==> config.mk <==
export PLATFORM = sky130hd
export DESIGN_NAME = io_input_ctrl_flat
export DESIGN_NICKNAME = d
export VERILOG_FILES = /design/src/rtl/io_pkg.sv /design/src/rtl/io_input_ctrl_if.sv /design/src/rtl/io_input_ctrl_debounce.sv /design/src/rtl/io_input_ctrl.sv /design/src/flat_wrapper.sv
export SDC_FILE = /design/constraint.sdc
export NUM_CORES = 1
export LEC_CHECK = 0
export CORE_UTILIZATION = 40
export CTS_BUF_LIST = sky130_fd_sc_hd__clkbuf_8
export CTS_CLUSTER_SIZE = 30
export DETAILED_ROUTE_END_ITERATION = 7
export MAX_ROUTING_LAYER = met4
export PLACE_DENSITY = 0.84
export SLEW_MARGIN = 20
export SYNTH_ARGS = -nofsm -noshare
export SYNTH_HDL_FRONTEND = slang
export SYNTH_SLANG_ARGS = --single-unit
export TNS_END_PERCENT = 5
==> constraint.sdc <==
create_clock -name clk -period 1.27 [get_ports clk]
set_clock_uncertainty 0.1 [all_clocks]
set_input_delay 0.254 -clock clk [delete_from_list [all_inputs] [get_ports clk]]
set_output_delay 0.254 -clock clk [all_outputs]
set_load 0.005 [all_outputs]
==> src/rtl/io_pkg.sv <==
// Shared constants and types for the switch/button input controller.
// Holds read offsets, status bit positions and the debounce state encoding.
package io_pkg;

  localparam logic [3:0] IO_OFF_STATUS = 4'h0;
  localparam logic [3:0] IO_OFF_DATA   = 4'h4;
  localparam logic [3:0] IO_OFF_LIVE   = 4'h8;

  localparam int ST_VALID = 0;
  localparam int ST_LEVEL = 1;
  localparam int ST_OVR   = 2;

  typedef enum logic [1:0] {
    RELEASED,
    PRESS_WAIT,
    PRESSED,
    RELEASE_WAIT
  } btn_state_t;

endpackage

==> src/rtl/io_input_ctrl_if.sv <==
// CPU-side read bus of the input controller.
// The CPU is the master; the controller is the slave and also drives the interrupt line.
interface io_input_ctrl_if;

  logic        rd_en;
  logic [3:0]  rd_off;
  logic [31:0] rd_data;
  logic        rd_valid;
  logic        irq;

  modport master (
    output rd_en,
    output rd_off,
    input  rd_data,
    input  rd_valid,
    input  irq
  );

  modport slave (
    input  rd_en,
    input  rd_off,
    output rd_data,
    output rd_valid,
    output irq
  );

endinterface

==> src/rtl/io_input_ctrl_debounce.sv <==
// Push-button synchroniser and debounce FSM.
// Emits a single-cycle press_evt when a press has been stable long enough.
module btn_debounce
  import io_pkg::*;
#(
  parameter int DEBOUNCE_CYCLES = 4
) (
  input  logic clk,
  input  logic rst,
  input  logic button,
  output logic press_evt,
  output logic btn_level
);

  localparam int CW = (DEBOUNCE_CYCLES > 1) ? $clog2(DEBOUNCE_CYCLES) : 1;
  localparam logic [CW-1:0] CNT_LAST = CW'(DEBOUNCE_CYCLES - 1);

  logic          btn_m;
  logic          btn_s;
  btn_state_t    state;
  btn_state_t    state_nxt;
  logic [CW-1:0] cnt;
  logic [CW-1:0] cnt_nxt;

  always_ff @(posedge clk) begin
    if (rst) begin
      btn_m <= 1'b0;
      btn_s <= 1'b0;
    end else begin
      btn_m <= button;
      btn_s <= btn_m;
    end
  end

  always_ff @(posedge clk) begin
    if (rst) begin
      state <= RELEASED;
      cnt   <= '0;
    end else begin
      state <= state_nxt;
      cnt   <= cnt_nxt;
    end
  end

  // A bounce back to the held level during RELEASE_WAIT returns to PRESSED silently.
  always_comb begin
    state_nxt = state;
    cnt_nxt   = cnt;
    press_evt = 1'b0;
    case (state)
      RELEASED: begin
        if (btn_s) begin
          state_nxt = PRESS_WAIT;
          cnt_nxt   = '0;
        end
      end
      PRESS_WAIT: begin
        if (!btn_s) begin
          state_nxt = RELEASED;
        end else if (cnt == CNT_LAST) begin
          state_nxt = PRESSED;
          press_evt = 1'b1;
        end else begin
          cnt_nxt = cnt + 1'b1;
        end
      end
      PRESSED: begin
        if (!btn_s) begin
          state_nxt = RELEASE_WAIT;
          cnt_nxt   = '0;
        end
      end
      RELEASE_WAIT: begin
        if (btn_s) begin
          state_nxt = PRESSED;
        end else if (cnt == CNT_LAST) begin
          state_nxt = RELEASED;
        end else begin
          cnt_nxt = cnt + 1'b1;
        end
      end
      default: begin
        state_nxt = RELEASED;
        cnt_nxt   = '0;
      end
    endcase
  end

  assign btn_level = (state == PRESSED) || (state == RELEASE_WAIT);

endmodule

==> src/rtl/io_input_ctrl.sv <==
// Memory-mapped input controller: synchronised switches, debounced button,
// one-entry mailbox captured on each press, and a registered read port.
module io_input_ctrl
  import io_pkg::*;
#(
  parameter int DEBOUNCE_CYCLES = 4,
  parameter int DATA_W          = 8
) (
  input  logic              clk,
  input  logic              rst,
  input  logic [DATA_W-1:0] switches,
  input  logic              button,
  io_input_ctrl_if.slave    bus
);

  logic [DATA_W-1:0] sw_m;
  logic [DATA_W-1:0] sw_s;
  logic [DATA_W-1:0] data_reg;
  logic              valid;
  logic              overrun;
  logic              press_evt;
  logic              btn_level;
  logic              data_rd;
  logic [31:0]       rd_data_nxt;
  logic [31:0]       status_word;

  btn_debounce #(
    .DEBOUNCE_CYCLES(DEBOUNCE_CYCLES)
  ) u_debounce (
    .clk      (clk),
    .rst      (rst),
    .button   (button),
    .press_evt(press_evt),
    .btn_level(btn_level)
  );

  always_ff @(posedge clk) begin
    if (rst) begin
      sw_m <= '0;
      sw_s <= '0;
    end else begin
      sw_m <= switches;
      sw_s <= sw_m;
    end
  end

  assign data_rd = bus.rd_en && (bus.rd_off == IO_OFF_DATA);

  // A press coinciding with a DATA read refills the mailbox; the old entry counts as consumed.
  always_ff @(posedge clk) begin
    if (rst) begin
      data_reg <= '0;
      valid    <= 1'b0;
      overrun  <= 1'b0;
    end else if (press_evt) begin
      data_reg <= sw_s;
      valid    <= 1'b1;
      overrun  <= valid && !data_rd;
    end else if (data_rd) begin
      valid    <= 1'b0;
      overrun  <= 1'b0;
    end
  end

  always_comb begin
    status_word           = '0;
    status_word[ST_VALID] = valid;
    status_word[ST_LEVEL] = btn_level;
    status_word[ST_OVR]   = overrun;
  end

  always_comb begin
    rd_data_nxt = '0;
    if (bus.rd_en) begin
      case (bus.rd_off)
        IO_OFF_STATUS: rd_data_nxt = status_word;
        IO_OFF_DATA:   rd_data_nxt = 32'(data_reg);
        IO_OFF_LIVE:   rd_data_nxt = 32'(sw_s);
        default:       rd_data_nxt = '0;
      endcase
    end
  end

  always_ff @(posedge clk) begin
    if (rst) begin
      bus.rd_data  <= '0;
      bus.rd_valid <= 1'b0;
    end else begin
      bus.rd_data  <= rd_data_nxt;
      bus.rd_valid <= bus.rd_en;
    end
  end

  assign bus.irq = valid;

endmodule

==> src/flat_wrapper.sv <==
// flat-port wrapper written by rule: the top's interface ports become plain ports
module io_input_ctrl_flat import io_pkg::*;
#(
  parameter int DEBOUNCE_CYCLES = 4,
  parameter int DATA_W          = 8
)
  (clk, rst, switches, button, bus_rd_en, bus_rd_off, bus_rd_data, bus_rd_valid, bus_irq);
  io_input_ctrl_if bus_i ();
  input  logic clk;
  input  logic rst;
  input  logic [DATA_W-1:0] switches;
  input  logic button;
  input wire logic [$bits(bus_i.rd_en)-1:0] bus_rd_en;
  input wire logic [$bits(bus_i.rd_off)-1:0] bus_rd_off;
  output wire logic [$bits(bus_i.rd_data)-1:0] bus_rd_data;
  output wire logic [$bits(bus_i.rd_valid)-1:0] bus_rd_valid;
  output wire logic [$bits(bus_i.irq)-1:0] bus_irq;
  assign bus_i.rd_en = bus_rd_en;
  assign bus_i.rd_off = bus_rd_off;
  assign bus_rd_data = bus_i.rd_data;
  assign bus_rd_valid = bus_i.rd_valid;
  assign bus_irq = bus_i.irq;
  io_input_ctrl #(.DEBOUNCE_CYCLES(DEBOUNCE_CYCLES), .DATA_W(DATA_W)) u_core (.clk(clk), .rst(rst), .switches(switches), .button(button), .bus(bus_i));
endmodule
# Word level (Yosys, flattened, before mapping)

Index checks and enable logic that the tools add are counted.
Widths: inputs -> output; s select.

Input bits: 16
Flip-flop bits (word level): 65

Bitwise gates (word level): 1
Add/subtract/negate cells: 1
Reductions and logical operators: 10
Mux-type cells: 20
Eq/ne operators: 12

Operators by type and width:

| cell                | number |
|---|---|
| $pmux 8 s3          | 1 |
| $mux 2              | 11 |
| $pmux 2 s4          | 2 |
| $ne 2x2->1 const B  | 4 |
| $reduce_and 4->1    | 2 |
| $eq 2x2->1 const B  | 3 |
| $mux 1              | 6 |
| $ne 3x3->1 const B  | 2 |
| $eq 4x3->1 const B  | 1 |
| $eq 4x4->1 const B  | 1 |
| $logic_not 4->1     | 1 |
| $add 2x1->2 const B | 1 |
| $eq 2x1->1 const B  | 1 |
| $logic_and 1x1->1   | 2 |
| $logic_not 2->1     | 1 |
| $reduce_bool 2->1   | 1 |
| $reduce_or 2->1     | 1 |
| $logic_not 1->1     | 1 |
| $logic_or 1x1->1    | 1 |
| $not 1->1           | 1 |

# Logic depth before layout (Yosys ltp)

Gate-level depths: netlist (run 1).

Depth in word-level cells: 5
Mapped depth: 5

# Modules after synthesis

Synthesis (run 1) repeated with hierarchy kept, for this count alone.

Cell total of the unflattened synthesis: 150
Area, all modules: 1585.3 um^2

By module, submodules not included:

| module        | area each (um^2) | cells an instance | instances | seq. area each (um^2) |
|---|---|---|---|---|
| io_input_ctrl | 1327.5           | 125               | 1         | 700.7 |
| btn_debounce  | 257.7            | 25                | 1         | 120.1 |

# Worst setup path before layout (run 1)

No wires, ideal clock.

Path type: register to register
Start: reg u_core.u_debounce.cnt[0]
End: reg u_core.overrun
Period minus slack after synthesis: 1.392 ns
Required time: 1.079 ns
Path slack: -0.122 ns
Arrival: 1.201 ns
Stages on the path, launching flop included: 6
Library setup time: 0.091 ns
Cell sequence: dfxtp_1 > ha_1 > and4b_1 > buf_4 > mux2i_1 > a311oi_1

Word-level cells in the longest chain between the ends: 5

Ends and longest elaborated chain:

| item                                        | line                         | text |
|---|---|---|
| start: declaration                          | io_input_ctrl_debounce.sv:22 | `logic [CW-1:0] cnt;` |
| start signal: assignment                    | io_input_ctrl_debounce.sv:41 | `cnt <= cnt_nxt;` |
| $eq 2x2->1 (*)                              | io_input_ctrl_debounce.sv:60 | `end else if (cnt == CNT_LAST) begin` |
| $mux 1 (*)                                  | io_input_ctrl_debounce.sv:60 |  |
| $mux 1 (*)                                  | io_input_ctrl_debounce.sv:58 | `if (!btn_s) begin` |
| $mux 1 (*)                                  | io_input_ctrl_debounce.sv:50 | `case (state)` |
| $mux 1 or $reduce_bool 2->1 (tied branches) | -                            |  |
| end signal: assignment                      | io_input_ctrl.sv:58          | `overrun <= valid && !data_rd;` |
| end: declaration                            | io_input_ctrl.sv:20          | `logic overrun;` |

Mark *: on every way between the ends. The rest lies on a longest branch, timed or not.
A chain may end at the register's enable or synchronous reset.

# Final worst setup path (run 1)

Start: reg u_core.u_debounce.cnt[1]
End: reg u_core.u_debounce.cnt[0]

Word-level cells in the longest chain between the ends: 4

Ends and longest elaborated chain:

| item                             | line |
|---|---|
| $eq 2x2->1 (*)                   | io_input_ctrl_debounce.sv:60, io_input_ctrl_debounce.sv:76 |
| $mux 2 (*)                       | - |
| $mux 2, on equally long branches | - |
| $pmux 2 s4 (*)                   | - |

Mark *: on every way between the ends. The rest lies on a longest branch, timed or not. The select of a mux whose other input is x is not followed.

==> reports/qor.yml, run 1 <==
status: "complete, but fails checks"
violations: "setup timing"
final_net_count: 214
hold_path_class: "reg -> reg"
grt_max_degree: 19
rows: 22
clock-sinks: 41
initial_utilization: 0.421
finalCritPeriodShare: 1.03
synth_xor_area_frac: 0.00564
totalPowerFinal_mw: 2.26
final_common_cell: "dfxtp_1"
die_h_um: 64.3
powerDensity_nw_per_um2: 1160
hold_violations: 0
wl_per_cell_um: 9.75
netlist_instances: 159
grt-ovfl-total: 0
n_fill_cell: 376
yosys_warnings: 0
placed_cell_area_sq_um: 1840
path_class: "reg -> reg"
synth_compound_area_frac: 0.0990
dpl.cell_count: 237
crit_required_ns: 1.39
drv_slew: 0
cts_tree: "built"
layout-drive-gt1-share: 0.152
p_leak_nw: 0.816
first_pass_iters: 4
cp.arrival_ns: 1.43
yosys.area_share.simple: 0.190
synth_seq_area_share: 0.528
final-setup-viol-count: 3
htreeDepth: 2
yosysTopAreaCell: "dfxtp_1"
final_cell_mix: "dfxtp_1 (38), conb_1 (24), nor2b_1 (20), nand2_1 (19), clkdlybuf4s50_1 (14)"
synth_seq_cells: 41
wl_um: 2390
ir_drop_mv: 0.501
place_congestion: 0.793
dieArea_sq_um: 4140
rsz0062_at_grt: "true"
critPathMaxFanout: 4
p_sw_mw: 0.495
pre_cts_slack_ns: -0.429
post_cts_buffers: 0
ant_nets: 0
synth_top_area_frac: 0.528
synth-edff-count: 0
synth_cell_types: 24
viasPerCell: 4.26
ys_async_sr_fraction: 0
max_freq_mhz: 761
core_area_sq_um: 3690
netSwitchingFraction: 0.219
antenna_found_initial: 0
p_int_mw: 1.77
diodes: 0
fp.dieW_um: 64.3
finalSetupTns_ns: -0.0645
pwr-share-comb: 0.064
cp-start-kind: "flop"
grt_pass1_vias: 899
seqPwrFrac: 0.584
numCtsBuffers: 5
synthAdderAreaFrac: 0.0161
setup_ws_ns: -0.0444
area_delta_synth_final_pct: 26.0
fin_crit_ns: 1.31
hold_buffers: 0
maxCapViolations: 0
cts_root_buffer: "clkbuf_8"
clk_latency_ns: 0.29
final_cell_count_no_fill: 245
stdcell_area_sq_um: 1960
synthFlopType: "dfxtp_1"
max-clock-path-buffers: 2
synthMuxAreaShare: 0.0258
end_kind: "flop"
route.detailed.drc: 0
vias: 1044
synth_top_family_by_area: "simple AND/OR/NAND/NOR gates"
grt_usage: 0.134
port_buffers: 25
grt_pass1_wl_um: 3950
clkPwrFrac: 0.352
clkSlewWorstSetupHoldPaths_ns: 0.07
syn_area_per_cell_sq_um: 9.77
synth_area_leaders: "dfxtp_1 (53%), buf_4 (12%), nor2b_1 (8.5%), nand2_1 (4.6%), a21oi_1 (3.5%)"
syn_area_sq_um: 1550
drt_iter0_drc: 23
dp_hpwl_um: 1710
ios: 50
timing repair:
item	CTS	global route
setup endpoints to repair	28	19
resized for setup	15	10
pin swaps	0	2
Yosys cell counts, types with 2 or more instances:
cell       instances
nor2b_1           21
nor2_1             9
ha_1               2
a2bb2oi_1          3
mux2i_1            4
nand2_1           19
a22oi_1            5
a21oi_1           11
clkbuf_1           5
buf_4             25
dfxtp_1           41
o21ai_0            2
worst max-delay path, cell delays in order, from the launching register on:
cell	delay, ns
dfxtp_4	0.37
ha_4	0.17
or4b_1	0.50
a21oi_1	0.12
final timing paths:
path	start	endpoint	slack [ns]	depth (start not counted)
worst max-delay path	u_core.u_debounce.cnt[1]$_SDFFE_PP0P_	u_core.u_debounce.cnt[0]$_SDFFE_PP0P_	-0.04	3
worst min-delay path	u_core.sw_m[1]$_SDFF_PP0_	u_core.sw_s[1]$_SDFF_PP0_	0.34	1
worst max register to register	u_core.u_debounce.cnt[1]$_SDFFE_PP0P_	u_core.u_debounce.cnt[0]$_SDFFE_PP0P_	-0.04	3
worst min register to register	u_core.sw_m[1]$_SDFF_PP0_	u_core.sw_s[1]$_SDFF_PP0_	0.34	1
final cells by class:
class	count	area [sq um]	share of cell area
clock buffer	5	68.8	0.0351
timing repair buffer	37	334	0.171
tap	48	60.1	0.0307
sequential	41	830	0.424
multi-input combinational	111	648	0.331
clock inverter	3	17.5	0.00895
layer usage:
layer / vias to the layer above / share of wire / GRT usage
met1: 436 / 0.45 / 0.147
met5: - / 0 / -
met2: 47 / 0.44 / 0.196
met3: 8 / 0.077 / 0.0500
met4: 0 / 0.036 / 0.100
li1: 553 / - / -
stage by stage:
step	hold slack, ns	util
after global routing	0.360	0.531
after CTS	0.338	0.524
final	0.338	0.531
after floorplan	0.226	-
after detailed placement	0.320	0.499
after global placement	0.319	0.499
power groups by stage:
stage               registers (mW)  logic [mW]  clock network [mW]
global route                  1.32       0.163               0.890
detailed placement            1.36       0.143                   0
floorplan                     1.35       0.121                   0
finish                        1.32       0.146               0.796
CTS                           1.33       0.143               0.838
global placement              1.36       0.141                   0
cells by family after synthesis:
group / count (synthesis)
flip-flops: 41
other: 1
buffers and inverters: 30
AND/OR/NAND/NOR: 56
adder cells (fa/ha/maj): 2
XOR/XNOR: 1
AO/OA/AOI/OAI: 24
multiplexers: 4
Note: power is estimated with default switching activity, not from simulation.
==> inputs of run 2 (changes only) <==
CTS_BUF_LIST = unset   (was sky130_fd_sc_hd__clkbuf_8)
==> results of run 2 <==
Final layout, timing and power as in run 1 (identical DEF).
==> inputs of run 3 (changes only) <==
CORE_ASPECT_RATIO = 0.75   (was unset)
GPL_ROUTABILITY_DRIVEN = 0   (was unset)
==> reports/qor.yml, run 3 (synthesized netlist as in run 1, its figures left out) <==
placed_cell_area_sq_um: 1870
hold_buffers: 0
violations: "setup timing"
final_net_count: 219
wl_um: 2720
seqPwrFrac: 0.570
crit_family: "simple AND/OR/NAND/NOR gates"
p_sw_mw: 0.538
ir_drop_mv: 0.726
n_fill_cell: 351
vias: 1097
holdWs_ns: 0.339
netSwitchingFraction: 0.231
max_freq_mhz: 760
htreeDepth: 2
ios: 50
fin_crit_ns: 1.32
setup_ws_ns: -0.0450
final_cell_mix: "dfxtp_1 (38), conb_1 (24), nor2b_1 (20), nand2_1 (18), buf_4 (16)"
core_area_sq_um: 3680
viasPerCell: 4.32
first_pass_iters: 5
grt_pass1_wl_um: 4550
grt-ovfl-total: 0
grt_pass1_vias: 1031
crit_slowest_cell: "dfxtp_2"
pwr-share-comb: 0.067
maxCapViolations: 0
pre_cts_slack_ns: -0.471
port_buffers: 25
fin_util: 0.544
end_kind: "flop"
p_leak_nw: 0.833
powerDensity_nw_per_um2: 1160
clkSlewWorstSetupHoldPaths_ns: 0.08
critPathBufInv: 1
final_common_cell: "dfxtp_1"
numCtsBuffers: 5
status: "complete, but fails checks"
diodes: 0
ant_nets: 0
regArea_sq_um: 825
cts_tree: "built"
clk_latency_ns: 0.29
rsz0062_at_grt: "true"
rows: 19
cp-start-kind: "flop"
finalCritPeriodShare: 1.04
drt_iter0_drc: 49
route.detailed.drc: 0
crit_required_ns: 1.40
stdcell_area_sq_um: 2000
fp.dieW_um: 74.0
hold_violations: 0
grt_usage: 0.154
layout-drive-gt1-share: 0.183
critPathMaxFanout: 6
p_int_mw: 1.79
grt_max_degree: 21
clkPwrFrac: 0.363
path_class: "reg -> reg"
area_delta_synth_final_pct: 28.9
cts_root_buffer: "clkbuf_8"
hold_path_class: "reg -> reg"
initial_utilization: 0.422
clock-sinks: 41
cp.arrival_ns: 1.45
dieArea_sq_um: 4140
wl_per_cell_um: 10.7
multi_input_area_sq_um: 656
dp_hpwl_um: 1980
antenna_found_initial: 0
die_h_um: 56.0
final-setup-viol-count: 8
max-clock-path-buffers: 2
drv_slew: 0
timing.critical_path.cells: "ha_4 > and4b_2 > buf_6 > nand2_1 > a21oi_2"
max_stage_delay_ns: 0.36
==> run 3: path summary, 6_finish.rpt <==
path                                          from                               to  slack, ns  cells after the start
min                      u_core.sw_m[3]$_SDFF_PP0_        u_core.sw_s[3]$_SDFF_PP0_       0.34                      1
min reg2reg              u_core.sw_m[3]$_SDFF_PP0_        u_core.sw_s[3]$_SDFF_PP0_       0.34                      1
max          u_core.u_debounce.cnt[0]$_SDFFE_PP0P_  u_core.data_reg[6]$_SDFFE_PP0P_      -0.05                      5
max reg2reg  u_core.u_debounce.cnt[0]$_SDFFE_PP0P_  u_core.data_reg[6]$_SDFFE_PP0P_      -0.05                      5
==> run 3: timing repair <==
action / in CTS / in global routing
setup buffers: 0 / 1
resized for setup: 17 / 6
hold endpoints to repair: 0 / 0
pin swaps: 0 / 1
cloned: 0 / 0
setup endpoints to repair: 27 / 12
==> run 3: final cells by class <==
cell class / count / share of cell area
flip-flops and latches: 41 / 0.412
multi-input cells: 111 / 0.327
repair buffers: 42 / 0.184
clock buffers: 5 / 0.0344
well taps: 52 / 0.0325
clock inverters: 3 / 0.0106
==> run 3: metrics by stage <==
step                      total power [mW]   TNS, ns  std cells
after CTS                             2.35   -0.0640        253
after global placement                1.50     -5.49        245
final                                 2.33    -0.197        254
after global routing                  2.43    -0.760        254
after detailed placement              1.51     -6.31        245
after floorplan                       1.47  -0.00101        182
==> run 3: power by group through the flow <==
stage                     clock network (mW)  logic, mW  registers (mW)
after floorplan                            0      0.121            1.35
after global placement                     0      0.148            1.36
after detailed placement                   0      0.151            1.36
after CTS                              0.869      0.150            1.33
after global routing                   0.927      0.170            1.33
final                                  0.845      0.155            1.33
==> run 3: metal layers <==
metal | wire [um] | vias up | track usage
met5 | 0 | - | -
met1 | 1290 | 487 | 0.190
li1 | - | 559 | -
met4 | 43 | 0 | 0.0769
met3 | 171 | 5 | 0.0634
met2 | 1220 | 46 | 0.216
